[src/rtl/popcount_frame_ctrl_pkg.sv]
// Shared types and width helpers for the frame-level popcount controller.
// Imported by the interface, the ones-counter and the top.
package popcount_pkg;

    typedef enum logic [1:0] {
        IDLE  = 2'd0,
        ACCUM = 2'd1,
        DONE  = 2'd2
    } state_e;

    // Width of a single-word ones count.
    function automatic int pc_width(input int width);
        return $clog2(width + 1);
    endfunction

    // Width of the saturating word counter.
    function automatic int wc_width(input int max_words);
        return $clog2(max_words + 1);
    endfunction

    // Width of the ones/zeros totals.
    function automatic int tot_width(input int max_words, input int width);
        return $clog2(max_words * width + 1);
    endfunction

endpackage

[src/rtl/popcount_frame_ctrl_if.sv]
// Input word stream and result stream of the popcount frame controller.
// The slave side is the controller; the master side is its environment.
interface popcount_frame_ctrl_if
    import popcount_pkg::*;
#(
    parameter int WIDTH     = 8,
    parameter int MAX_WORDS = 16
) ();

    localparam int WC_W  = wc_width(MAX_WORDS);
    localparam int TOT_W = tot_width(MAX_WORDS, WIDTH);

    logic             in_valid;
    logic             in_ready;
    logic [WIDTH-1:0] in_data;
    logic             in_last;

    logic             out_valid;
    logic             out_ready;
    logic [TOT_W-1:0] out_ones;
    logic [TOT_W-1:0] out_zeros;
    logic [WC_W-1:0]  out_words;
    logic             out_overflow;

    modport slave (
        input  in_valid, in_data, in_last, out_ready,
        output in_ready, out_valid, out_ones, out_zeros, out_words, out_overflow
    );

    modport master (
        output in_valid, in_data, in_last, out_ready,
        input  in_ready, out_valid, out_ones, out_zeros, out_words, out_overflow
    );

endinterface

[src/rtl/popcount_frame_ctrl_popcount_unit.sv]
// Purely combinational ones counter for a single WIDTH-bit word.
module popcount_unit
    import popcount_pkg::*;
#(
    parameter int WIDTH = 8,
    localparam int PC_W = pc_width(WIDTH)
) (
    input  logic [WIDTH-1:0] data,
    output logic [PC_W-1:0]  count
);

    always_comb begin
        // NOTE: assign a default before the loop so every path drives count and no latch is inferred.
        count = '0;
        for (int i = 0; i < WIDTH; i++) begin
            count = count + PC_W'(data[i]);
        end
    end

endmodule

[src/rtl/popcount_frame_ctrl.sv]
// Frame controller: accumulates ones per frame of input words and presents
// registered totals over a result handshake.
module popcount_frame_ctrl
    import popcount_pkg::*;
#(
    parameter int WIDTH     = 8,
    parameter int MAX_WORDS = 16
) (
    input  logic                  clk,
    input  logic                  rst_n,
    input  logic                  soft_clr,
    popcount_frame_ctrl_if.slave  bus
);

    localparam int PC_W  = pc_width(WIDTH);
    localparam int WC_W  = wc_width(MAX_WORDS);
    localparam int TOT_W = tot_width(MAX_WORDS, WIDTH);

    localparam logic [WC_W-1:0]  MAX_WORDS_C = WC_W'(MAX_WORDS);
    localparam logic [TOT_W-1:0] WIDTH_C     = TOT_W'(WIDTH);

    state_e            state_q, state_d;
    logic              in_ready_q, in_ready_d;
    logic              out_valid_q, out_valid_d;
    logic [TOT_W-1:0]  ones_q, ones_d;
    logic [WC_W-1:0]   words_q, words_d;
    logic              ovf_q, ovf_d;

    logic [PC_W-1:0]   word_ones;
    logic              in_ready;
    logic              accept;
    logic              result_taken;

    popcount_unit #(.WIDTH(WIDTH)) u_popcount (
        .data  (bus.in_data),
        .count (word_ones)
    );

    // soft_clr must block a same-cycle word, so it gates the registered ready.
    assign in_ready     = in_ready_q && !soft_clr;
    assign accept       = bus.in_valid && in_ready;
    assign result_taken = out_valid_q && bus.out_ready;

    always_comb begin
        state_d     = state_q;
        out_valid_d = out_valid_q;
        ones_d      = ones_q;
        words_d     = words_q;
        ovf_d       = ovf_q;

        if (soft_clr) begin
            state_d     = IDLE;
            out_valid_d = 1'b0;
            ones_d      = '0;
            words_d     = '0;
            ovf_d       = 1'b0;
        end else begin
            unique case (state_q)
                IDLE, ACCUM: begin
                    if (accept) begin
                        // Words beyond MAX_WORDS are consumed but only flag overflow.
                        if (words_q < MAX_WORDS_C) begin
                            ones_d  = ones_q + TOT_W'(word_ones);
                            words_d = words_q + WC_W'(1);
                        end else begin
                            ovf_d = 1'b1;
                        end
                        if (bus.in_last) begin
                            state_d     = DONE;
                            out_valid_d = 1'b1;
                        end else begin
                            state_d = ACCUM;
                        end
                    end
                end
                DONE: begin
                    if (result_taken) begin
                        state_d     = IDLE;
                        out_valid_d = 1'b0;
                        ones_d      = '0;
                        words_d     = '0;
                        ovf_d       = 1'b0;
                    end
                end
                default: begin
                    state_d     = IDLE;
                    out_valid_d = 1'b0;
                end
            endcase
        end

        // Ready is registered from the next state, giving the one-bubble turnaround.
        in_ready_d = (state_d != DONE);
    end

    always_ff @(posedge clk or negedge rst_n) begin
        if (!rst_n) begin
            state_q     <= IDLE;
            in_ready_q  <= 1'b0;
            out_valid_q <= 1'b0;
            ones_q      <= '0;
            words_q     <= '0;
            ovf_q       <= 1'b0;
        end else begin
            // NOTE: non-blocking assignments so every flop samples pre-edge values.
            state_q     <= state_d;
            in_ready_q  <= in_ready_d;
            out_valid_q <= out_valid_d;
            ones_q      <= ones_d;
            words_q     <= words_d;
            ovf_q       <= ovf_d;
        end
    end

    assign bus.in_ready     = in_ready;
    assign bus.out_valid    = out_valid_q;
    assign bus.out_ones     = ones_q;
    assign bus.out_words    = words_q;
    assign bus.out_overflow = ovf_q;
    // Counted bits never fall below the ones total, so this cannot underflow.
    assign bus.out_zeros    = (TOT_W'(words_q) * WIDTH_C) - ones_q;

endmodule
[src/flat_wrapper.sv]
// flat-port wrapper written by rule: the top's interface ports become plain ports
module popcount_frame_ctrl_flat import popcount_pkg::*;
#(
    parameter int WIDTH     = 8,
    parameter int MAX_WORDS = 16
)
  (clk, rst_n, soft_clr, bus_in_valid, bus_in_data, bus_in_last, bus_out_ready, bus_in_ready, bus_out_valid, bus_out_ones, bus_out_zeros, bus_out_words, bus_out_overflow);
  popcount_frame_ctrl_if #(.WIDTH(WIDTH), .MAX_WORDS(MAX_WORDS)) bus_i ();
  input  logic clk;
  input  logic rst_n;
  input  logic soft_clr;
  input wire logic [$bits(bus_i.in_valid)-1:0] bus_in_valid;
  input wire logic [$bits(bus_i.in_data)-1:0] bus_in_data;
  input wire logic [$bits(bus_i.in_last)-1:0] bus_in_last;
  input wire logic [$bits(bus_i.out_ready)-1:0] bus_out_ready;
  output wire logic [$bits(bus_i.in_ready)-1:0] bus_in_ready;
  output wire logic [$bits(bus_i.out_valid)-1:0] bus_out_valid;
  output wire logic [$bits(bus_i.out_ones)-1:0] bus_out_ones;
  output wire logic [$bits(bus_i.out_zeros)-1:0] bus_out_zeros;
  output wire logic [$bits(bus_i.out_words)-1:0] bus_out_words;
  output wire logic [$bits(bus_i.out_overflow)-1:0] bus_out_overflow;
  assign bus_i.in_valid = bus_in_valid;
  assign bus_i.in_data = bus_in_data;
  assign bus_i.in_last = bus_in_last;
  assign bus_i.out_ready = bus_out_ready;
  assign bus_in_ready = bus_i.in_ready;
  assign bus_out_valid = bus_i.out_valid;
  assign bus_out_ones = bus_i.out_ones;
  assign bus_out_zeros = bus_i.out_zeros;
  assign bus_out_words = bus_i.out_words;
  assign bus_out_overflow = bus_i.out_overflow;
  popcount_frame_ctrl #(.WIDTH(WIDTH), .MAX_WORDS(MAX_WORDS)) u_core (.clk(clk), .rst_n(rst_n), .soft_clr(soft_clr), .bus(bus_i));
endmodule
[config.mk]
export PLATFORM = sky130hd
export DESIGN_NAME = popcount_frame_ctrl_flat
export DESIGN_NICKNAME = d
export VERILOG_FILES = /design/src/rtl/popcount_frame_ctrl_pkg.sv /design/src/rtl/popcount_frame_ctrl_if.sv /design/src/rtl/popcount_frame_ctrl_popcount_unit.sv /design/src/rtl/popcount_frame_ctrl.sv /design/src/flat_wrapper.sv
export SDC_FILE = /design/constraint.sdc
export NUM_CORES = 1
export LEC_CHECK = 0
export CORE_MARGIN = 3
export CORE_UTILIZATION = 43
export CTS_CLUSTER_SIZE = 25
export DETAILED_ROUTE_END_ITERATION = 10
export PLACE_DENSITY = 0.76
export SKIP_LAST_GASP = 1
export SLEW_MARGIN = 0
export SYNTH_ARGS = -nofsm -noshare
export SYNTH_HDL_FRONTEND = slang
export SYNTH_SLANG_ARGS = --single-unit
[constraint.sdc]
create_clock -name clk -period 2.95 [get_ports clk]
set_input_delay 0.59 -clock clk [delete_from_list [all_inputs] [get_ports clk]]
set_output_delay 0.59 -clock clk [all_outputs]
set_load 0.01 [all_outputs]
==> flow_summary.yaml, run 1 <==
timing:
  slew_violations: 0
  hold_viol: 0
  setup_violations: 7
  max_freq_ghz: 0.286
  fin_crit_ns: 3.50
  post-route-period-util_pct: 119
  finalWorstSetupSlack_ns: -0.546
  fin_worst_skew_ns: 0.00364
  slew_headroom_pct: 45.8
  whs_ns: 0.538
  rsz0062_at_grt: "true"
  tightest_slew_ns: 0.811
layout:
  seqCellArea_um2: 450
  utilization_pct: 66.1
  multi_input_area_um2: 850
  final_area_mm2: 0.00189
  drive_above_1_share_pct: 15.5
  synthToLayoutAreaGrowth_pct: 42.0
  n_antenna_cell: 0
  n_fill_cell: 228
  finalNetCount: 225
route:
  first_pass_iters: 4
  via_per_inst: 5.53
  num_vias: 1238
  drcViolationCount: 0
  antenna_left: 0
  drtIter0Drc: 66
  wire_per_inst_um: 15.4
  wirelength_um: 3450
critical_path:
  critPathKind: "input port to flip-flop"
  worstSetupStartpointType: "input port"
  timing.critical_path.required_ns: 3.17
  cp-end-kind: "flip-flop"
  path_max_fanout: 4
  crit_arrival_ns: 3.72
clock_tree:
  cts_root_buf: "clkbuf_4"
  ctsLongestPathBuffers: 2
  ctsHtreeMaxLevel: 1
  cts-buffers-inserted: 3
  path_clk_slew_ns: 0.11
  numClockSinks: 18
  cts_tree: "done"
  insertion_delay_ns: 0.29
placed_design:
  port_buffers: 37
  place_area_mm2: 0.00176
  dp_hpwl_um: 2690
  place_congestion: 0.779
synthesis:
  syn_nets: 176
  synth-seq-cells: 18
  syn_area_mm2: 0.00133
  ys_warn_count: 0
  yosysUniqueCellTypes: 40
  netlist_instances: 145
  syn_area_per_cell_um2: 9.16
  synthArstFlopShare_pct: 100
  yosysSeqAreaShare_pct: 33.9
  synth-edff-count: 0
  synth_ff_type: "dfrtp_1"
die:
  dieArea_mm2: 0.00379
  die_x_um: 61.6
  die_h_um: 61.6
  start_util_pct: 46.5
  rows: 19
  io_pins: 38
  fp.coreArea_mm2: 0.00285
grt:
  track_usage_pct: 20.0
  grt_remaining_overflow: 0
  antenna_found_initial: 0
  grt_max_degree: 19
  grt_pass1_wl_um: 5710
  grt_pass1_vias: 1268
pwr:
  p_per_area_mw_per_mm2: 742
  p_leak_nw: 0.843
  max-vdd-ir-drop_mv: 0.409
outcome:
  status: "complete, but fails checks"
  failed_checks: "negative setup slack"
flow_run:
  maxCapViolCount: 0
hold_path:
  holdCritPathClass: "flip-flop to flip-flop"
-- report_power, final --
| group | internal (W) | switching, W | leakage [nW] | total [W] |
|---|---|---|---|---|
| clock | 0.0000752 | 0.0000783 | 0.0210 | 0.000153 |
| sequential | 0.000277 | 0.0000384 | 0.241 | 0.000315 |
| combinational | 0.000518 | 0.000412 | 0.581 | 0.000930 |
| total | 0.000870 | 0.000528 | 0.843 | 0.00140 |
-- flip-flops by register name, summed over array words and instances (netlist names) --
| name | flops |
|---|---|
| u_core.bus.out_ones | 8 |
| u_core.state_q | 2 |
| u_core.bus.out_words | 5 |
| u_core.bus.out_overflow | 1 |
| u_core.in_ready_q | 1 |
| u_core.bus.out_valid | 1 |
-- final cells by class --
class	count	area share, %
inverters	18	3.58
flip-flops and latches	18	23.9
repair buffers	47	23.5
clock buffers	4	1.92
well taps	31	2.06
multi-input cells	106	45.1
-- worst paths after layout --
kind	startpoint	to	slack (ns)	cells past startpoint
worst min register to register	u_core.bus.out_overflow	u_core.bus.out_overflow	0.54	2
worst max-delay path	bus_in_data[1]	u_core.bus.out_ones[4]	-0.55	12
min in group asynchronous	rst_n	u_core.state_q[0]	0.75	1
worst max register to register	u_core.bus.out_ones[0]	u_core.bus.out_ones[4]	-0.08	10
worst min-delay path	u_core.bus.out_overflow	u_core.bus.out_overflow	0.54	2
max in group asynchronous	rst_n	u_core.bus.out_ones[2]	1.69	1
-- cell usage after synthesis (2+ instances only) --
master / count / share of area, %
dfrtp_1: 18 / 34
inv_1: 18 / 5.1
ha_1: 12 / 11
nor2_1: 12 / 3.4
a21oi_1: 11 / 4.1
o21ai_0: 11 / 4.1
nand2_1: 8 / 2.3
xnor2_1: 6 / 4.0
fa_1: 5 / 7.5
or3_1: 5 / 2.4
nor2b_1: 4 / 1.9
nor3_1: 3 / 1.1
a211oi_1: 2 / 1.1
nand2b_1: 2 / 0.94
o21a_1: 2 / 1.1
xor2_1: 2 / 1.3
-- kinds of logic (layout without fill, tap and decap cells) --
family                   after synthesis  after routing  share of synthesized area (%)
multiplexers                           2              2                           1.60
AO/OA/AOI/OAI                         35             35                           16.1
XOR/XNOR                               8              8                           5.28
buffers and inverters                 21             69                           6.31
AND/OR/NAND/NOR                       44             44                           17.9
adder cells (fa/ha/maj)               17             17                           18.9
flip-flops                            18             18                           33.9
-- layout by cell type, fill, tap and decap left out, drive strengths merged, types with 3 or more instances in the layout --
master / synthesis / routed
nand2: 8 / 8
o21ai: 11 / 11
dfrtp: 18 / 18
a21oi: 11 / 11
clkbuf: 2 / 4
xnor2: 6 / 6
inv: 18 / 18
clkdlybuf4s50: 0 / 34
ha: 12 / 12
nor3: 3 / 3
or3: 5 / 5
nor2: 12 / 12
buf: 1 / 13
nor2b: 4 / 4
fa: 5 / 5
-- what timing repair did --
| item | CTS | global route |
|---|---|---|
| pin swaps | 11 | 12 |
| hold buffers | 0 | 0 |
| endpoints found under the setup margin | 8 | 10 |
| resized for setup | 18 | 8 |
| setup buffers | 8 | 3 |
-- metal layers --
layer / vias up / global-route usage, % / routed length [um] / part of all wire [%]
met4: 0 / 5.76 / 40 / 1.2
met2: 42 / 36.0 / 1830 / 53
met3: 4 / 2.31 / 158 / 4.6
met1: 596 / 24.9 / 1420 / 41
li1: 596 / - / - / -
met5: - / 0 / 0 / 0
-- through the flow --
step / worst slack, ns / cells / TNS, ns / total power (W)
floorplan: -0.600 / 145 / -2.49 / 0.000771
global placement: -1.11 / 215 / -6.80 / 0.00111
detailed placement: -1.25 / 215 / -7.35 / 0.00114
CTS: -0.715 / 226 / -3.34 / 0.00139
global route: -0.617 / 224 / -3.00 / 0.00151
finish: -0.546 / 224 / -2.33 / 0.00140
-- worst max-delay path, stage by stage --
cell and delay, ns:
buf_6 0.09, fa_1 0.52, inv_1 0.05, fa_1 0.50, fa_1 0.44, fa_2 0.37, fa_2 0.36, nor2b_2 0.13
o21a_1 0.13, nor2_2 0.06, or3_4 0.33, a21oi_2 0.14
Note: power is estimated with default switching activity, not from simulation.
==> run 2: changes to the inputs <==
CORE_ASPECT_RATIO = 0.6   (was default)
==> run 2 against run 1 <==
Net effect: the flow still finishes with violations (negative setup slack); sequential power about the same; maximum frequency decreased by 1.0%; critical path depth unchanged; critical path type unchanged; largest power group unchanged.
==> flow_summary.yaml, run 2 (same netlist as run 1, synthesis figures left out) <==
pwr:
  max-vdd-ir-drop_mv: 0.345
  p_per_area_mw_per_mm2: 778
  p_leak_nw: 0.857
grt:
  antenna_found_initial: 0
  grt_pass1_vias: 1176
  grt_max_degree: 19
  grt_pass1_wl_um: 5730
  track_usage_pct: 19.1
  grt_remaining_overflow: 0
route:
  via_per_inst: 5.20
  wirelength_um: 3560
  antenna_left: 0
  drcViolationCount: 0
  first_pass_iters: 4
  drtIter0Drc: 72
  wire_per_inst_um: 15.3
  num_vias: 1211
outcome:
  status: "complete, but fails checks"
  failed_checks: "negative setup slack"
die:
  io_pins: 38
  die_h_um: 49.0
  start_util_pct: 48.9
  rows: 14
  fp.coreArea_mm2: 0.00272
  die_x_um: 77.7
  dieArea_mm2: 0.00381
critical_path:
  r2r_cells: 10
  r2r_slack_ns: -0.06
  r2r-start: "u_core.bus.out_ones[0]"
  r2r-end: "u_core.bus.out_ones[6]"
  cp-endpoint: "u_core.bus.out_ones[6]"
  worstSetupStartpoint: "bus_in_data[0]"
  path_max_fanout: 4
  timing.critical_path.required_ns: 3.13
  cp-end-kind: "flip-flop"
  critPathKind: "input port to flip-flop"
  worstSetupStartpointType: "input port"
  crit_arrival_ns: 3.72
placed_design:
  place_congestion: 0.824
  post-place-cells: 225
  port_buffers: 37
  dp_hpwl_um: 2790
  pre_cts_slack_ns: -1.23
timing:
  max_freq_ghz: 0.283
  slew_violations: 0
  setup_violations: 7
  fin_worst_skew_ns: 0.00235
  finalSetupTns_ns: -2.72
  hold_viol: 0
  fin_crit_ns: 3.53
  rsz0062_at_grt: "true"
  slew_headroom_pct: 47.5
  finalWorstSetupSlack_ns: -0.581
  post-route-period-util_pct: 120
  tightest_slew_ns: 0.785
clock_tree:
  path_clk_slew_ns: 0.07
  ctsHtreeMaxLevel: 1
  numClockSinks: 18
  cts-buffers-inserted: 3
  ctsLongestPathBuffers: 2
  cts_root_buf: "clkbuf_8"
  cts_tree: "done"
  ctsHoldBuffers: 0
  insertion_delay_ns: 0.25
hold_path:
  hold_start: "u_core.bus.out_overflow"
  holdCritPathClass: "flip-flop to flip-flop"
  whs_path_depth: 2
layout:
  final_common_cell: "clkdlybuf4s50_1"
  finalNetCount: 225
  synthToLayoutAreaGrowth_pct: 46.0
  final_cell_mix: "clkdlybuf4s50_1, dfrtp_1, inv_1, nor2_1, ha_1"
  n_fill_cell: 213
  n_antenna_cell: 0
  largest_reg_flops: 8
  final_cells: 233
  drive_above_1_share_pct: 18.1
  utilization_pct: 71.4
flow_run:
  maxCapViolCount: 0
run 2: critical path, cell delays in order:
cell	delay (ns)
buf_6	0.09
fa_1	0.52
inv_1	0.05
fa_1	0.51
fa_1	0.43
fa_2	0.37
fa_2	0.37
nor2b_4	0.12
o21a_1	0.13
nor2_2	0.06
or3_4	0.34
a21oi_2	0.14
run 2: power breakdown:
group	internal (W)	leakage (nW)	total (W)	switching, W
Sequential	0.000277	0.241	0.000313	0.0000361
Combinational	0.000551	0.587	0.000992	0.000441
Clock	0.000119	0.0288	0.000202	0.0000836
run 2: layout make-up:
cell class	count	area (um^2)	area share, %
multi-input combinational	106	875	45.1
timing repair buffer	47	440	22.7
inverter	18	67.6	3.49
sequential	18	450	23.2
tap	40	50.0	2.58
clock buffer	4	55.1	2.84
run 2: repair_timing:
action / CTS / global route
setup endpoints to repair: 8 / 9
setup buffers: 2 / 2
pin swaps: 13 / 11
endpoints found under the hold margin: 0 / 0
resized for setup: 18 / 15
gates cloned: 0 / 0
run 2: metrics by stage:
step	hold WS (ns)	total power [W]	instance area [um^2]
after floorplan	0.294	0.000771	1330
after global placement	0.482	0.00113	1780
after detailed placement	0.500	0.00116	1780
after CTS	0.510	0.00140	1870
after global routing	0.592	0.00162	1940
final	0.505	0.00151	1940
run 2: metal layers:
layer	up-vias	track usage [%]	part of all wire, %
li1	604	-	-
met1	568	27.2	48
met2	37	28.8	45
met3	2	5.35	6.3
met4	0	4.14	0.53
met5	-	0	0
run 2: worst min-delay path by stage:
stage,end,slack (ns)
after global routing,u_core.bus.out_overflow,0.59
after detailed placement,u_core.bus.out_overflow,0.50
final,u_core.bus.out_overflow,0.50
after CTS,u_core.bus.out_overflow,0.51
after floorplan,u_core.bus.out_ones[0],0.29
after global placement,u_core.bus.out_overflow,0.48
==> run 3: changes to the inputs <==
ABC_AREA = 1   (was default)
CORE_UTILIZATION = 44   (was 43)
clock period = 3.15 ns   (was 2.95 ns; I/O delays follow)
==> run 3 against run 2 <==
Net effect: the run still ends with negative setup slack left; highest routed layer unchanged; largest cell class unchanged; sequential power increased by 2%; global-route usage decreased by 1.5 points; flip-flop and latch count unchanged; critical endpoint unchanged.
==> flow_summary.yaml, run 3 <==
pwr:
  p_per_area_mw_per_mm2: 752
  p_switching_w: 0.000615
  internal_power_w: 0.000899
  comb_power_share_pct: 68.6
  seqPwrFrac_pct: 21.0
  clkPwrFrac_pct: 10.5
  max-vdd-ir-drop_mv: 0.435
  swShare_pct: 40.7
  p_leak_nw: 1.02
synthesis:
  synth-seq-cells: 18
  synth-edff-count: 0
  yosysTopAreaCellShare_pct: 30.0
  yosysSeqAreaShare_pct: 30.0
  yosysUniqueCellTypes: 29
  syn_area_mm2: 0.00150
  synthArstFlopShare_pct: 100
  ys_warn_count: 0
  syn_nets: 219
  syn_area_per_cell_um2: 7.99
  synth_ff_type: "dfrtp_1"
  yosysMostFrequentCell: "nand2_1"
  yosysTopAreaCell: "dfrtp_1"
  yosys-top-cells-area: "dfrtp_1, ha_1, nand2_1"
  netlist_top_cells_count: "nand2_1, inv_1, dfrtp_1"
  netlist_instances: 188
critical_path:
  r2r_slack_ns: 0.30
  critPathKind: "input port to flip-flop"
  r2r_cells: 11
  path_max_fanout: 2
  worstSetupStartpoint: "bus_in_data[1]"
  cp-end-kind: "flip-flop"
  cp-endpoint: "u_core.bus.out_ones[6]"
  crit_arrival_ns: 3.48
  r2r-end: "u_core.bus.out_ones[6]"
  r2r-start: "u_core.bus.out_ones[0]"
  worstSetupStartpointType: "input port"
  timing.critical_path.required_ns: 3.30
die:
  rows: 15
  io_pins: 38
  start_util_pct: 49.1
  fp.coreArea_mm2: 0.00306
  die_x_um: 81.4
  dieArea_mm2: 0.00418
  die_h_um: 51.3
route:
  first_pass_iters: 4
  antenna_left: 0
  drcViolationCount: 0
  num_vias: 1356
  wire_per_inst_um: 12.4
  drtIter0Drc: 84
  wirelength_um: 3390
  via_per_inst: 4.97
layout:
  drive_above_1_share_pct: 15.6
  finalNetCount: 264
  synthToLayoutAreaGrowth_pct: 34.0
  final_area_mm2: 0.00201
  final_common_cell: "nand2_1"
  largest_reg_flops: 8
  final_cell_mix: "nand2_1, clkdlybuf4s50_1, inv_1, dfrtp_1, nor2_1"
  n_fill_cell: 274
  n_antenna_cell: 0
grt:
  grt_pass1_vias: 1105
  antenna_found_initial: 0
  grt_remaining_overflow: 0
  grt_pass1_wl_um: 5540
  track_usage_pct: 17.6
  grt_max_degree: 19
placed_design:
  pre_cts_slack_ns: -0.745
  place_congestion: 0.817
  place_area_mm2: 0.00192
  port_buffers: 37
  dp_hpwl_um: 2780
clock_tree:
  ctsHoldBuffers: 0
  ctsHtreeMaxLevel: 1
  cts_tree: "done"
  path_clk_slew_ns: 0.06
  ctsLongestPathBuffers: 2
  cts-buffers-inserted: 3
  numClockSinks: 18
  insertion_delay_ns: 0.25
  cts_root_buf: "clkbuf_8"
timing:
  fin_worst_skew_ns: 0.00278
  tightest_slew_ns: 0.793
  slew_violations: 0
  rsz0062_at_grt: "true"
  finalWorstSetupSlack_ns: -0.182
  hold_viol: 0
  fin_crit_ns: 3.33
  post-route-period-util_pct: 106
  setup_violations: 4
  max_freq_ghz: 0.300
  slew_headroom_pct: 47.0
flow_run:
  maxCapViolCount: 0
outcome:
  status: "complete, but fails checks"
  failed_checks: "negative setup slack"
hold_path:
  holdCritPathClass: "flip-flop to flip-flop"
run 3: cell types whose count changed after synthesis, sizes merged, moves of 5 or more:
| cell | before | now |
|---|---|---|
| a21oi | 11 | 5 |
| nand2 | 8 | 43 |
| or3 | 5 | 0 |
| nand3 | 1 | 15 |
| nor2 | 12 | 18 |
| xor2 | 2 | 8 |
| inv | 18 | 36 |
run 3: cell type report:
| type | count | area [um^2] | area share [%] |
|---|---|---|---|
| flip-flops and latches | 18 | 450 | 22.4 |
| inverters | 36 | 138 | 6.84 |
| clock buffers | 3 | 41.3 | 2.05 |
| well taps | 42 | 52.6 | 2.61 |
| multi-input cells | 132 | 926 | 46.0 |
| repair buffers | 42 | 405 | 20.1 |
run 3: how the worst min path moves through the flow:
| stage | from | endpoint | depth (start not counted) |
|---|---|---|---|
| 6_report | u_core.bus.out_overflow | u_core.bus.out_overflow | 1 |
| 5_1_grt | u_core.bus.out_overflow | u_core.bus.out_overflow | 1 |
| 4_1_cts | u_core.bus.out_overflow | u_core.bus.out_overflow | 1 |
| 3_5_place_dp | u_core.bus.out_overflow | u_core.bus.out_overflow | 1 |
| 3_3_place_gp | u_core.bus.out_overflow | u_core.bus.out_overflow | 1 |
| 2_1_floorplan | rst_n | u_core.bus.out_ones[0] | 0 |
run 3: power by group through the flow:
stage	clock, W	sequential (W)	combinational (W)
2_1_floorplan	0	0.000329	0.000540
3_3_place_gp	0	0.000320	0.000953
3_5_place_dp	0	0.000322	0.000967
4_1_cts	0.000162	0.000318	0.000983
5_1_grt	0.000177	0.000326	0.00116
6_report	0.000158	0.000318	0.00104
run 3: cells by family after synthesis:
group	share of synthesized area, %
multiplexers	0.666
XOR/XNOR	5.83
AO/OA/AOI/OAI	9.49
flip-flops	30.0
buffers and inverters	10.7
AND/OR/NAND/NOR	26.7
adder cells (fa/ha/maj)	16.7
run 3: stage by stage:
step                power (W)  setup TNS, ns  util, %  cells  hold slack (ns)
floorplan            0.000869         -0.353        -    188            0.334
global placement      0.00127          -4.22     62.9    267            0.488
detailed placement    0.00129          -4.45     62.9    267            0.484
CTS                   0.00146         -0.785     64.2    270            0.502
global route          0.00166          -1.11     65.8    273            0.515
finish                0.00151         -0.447     65.8    273            0.496
run 3: timing repair:
item	in CTS	in global routing
buffers inserted	0	3
pin swaps	11	12
setup endpoints to repair	7	7
resized for setup	15	8
hold endpoints to repair	0	0
run 3: worst max-delay path: stages:
cell	delay, ns
buf_6	0.09
fa_1	0.54
inv_2	0.04
fa_1	0.51
fa_1	0.43
fa_2	0.36
fa_2	0.36
inv_2	0.08
nand4_1	0.08
nand2_1	0.11
nand2_2	0.07
nor2_2	0.12
nor2_1	0.05
run 3: routing by layer:
layer | wire [um] | GRT usage, % | vias up | part of all wire, %
li1 | - | - | 691 | -
met1 | 1870 | 30.0 | 623 | 55
met2 | 1290 | 20.9 | 40 | 38
met3 | 225 | 4.93 | 2 | 6.6
met4 | 8 | 2.53 | 0 | 0.24
met5 | 0 | 0 | - | 0
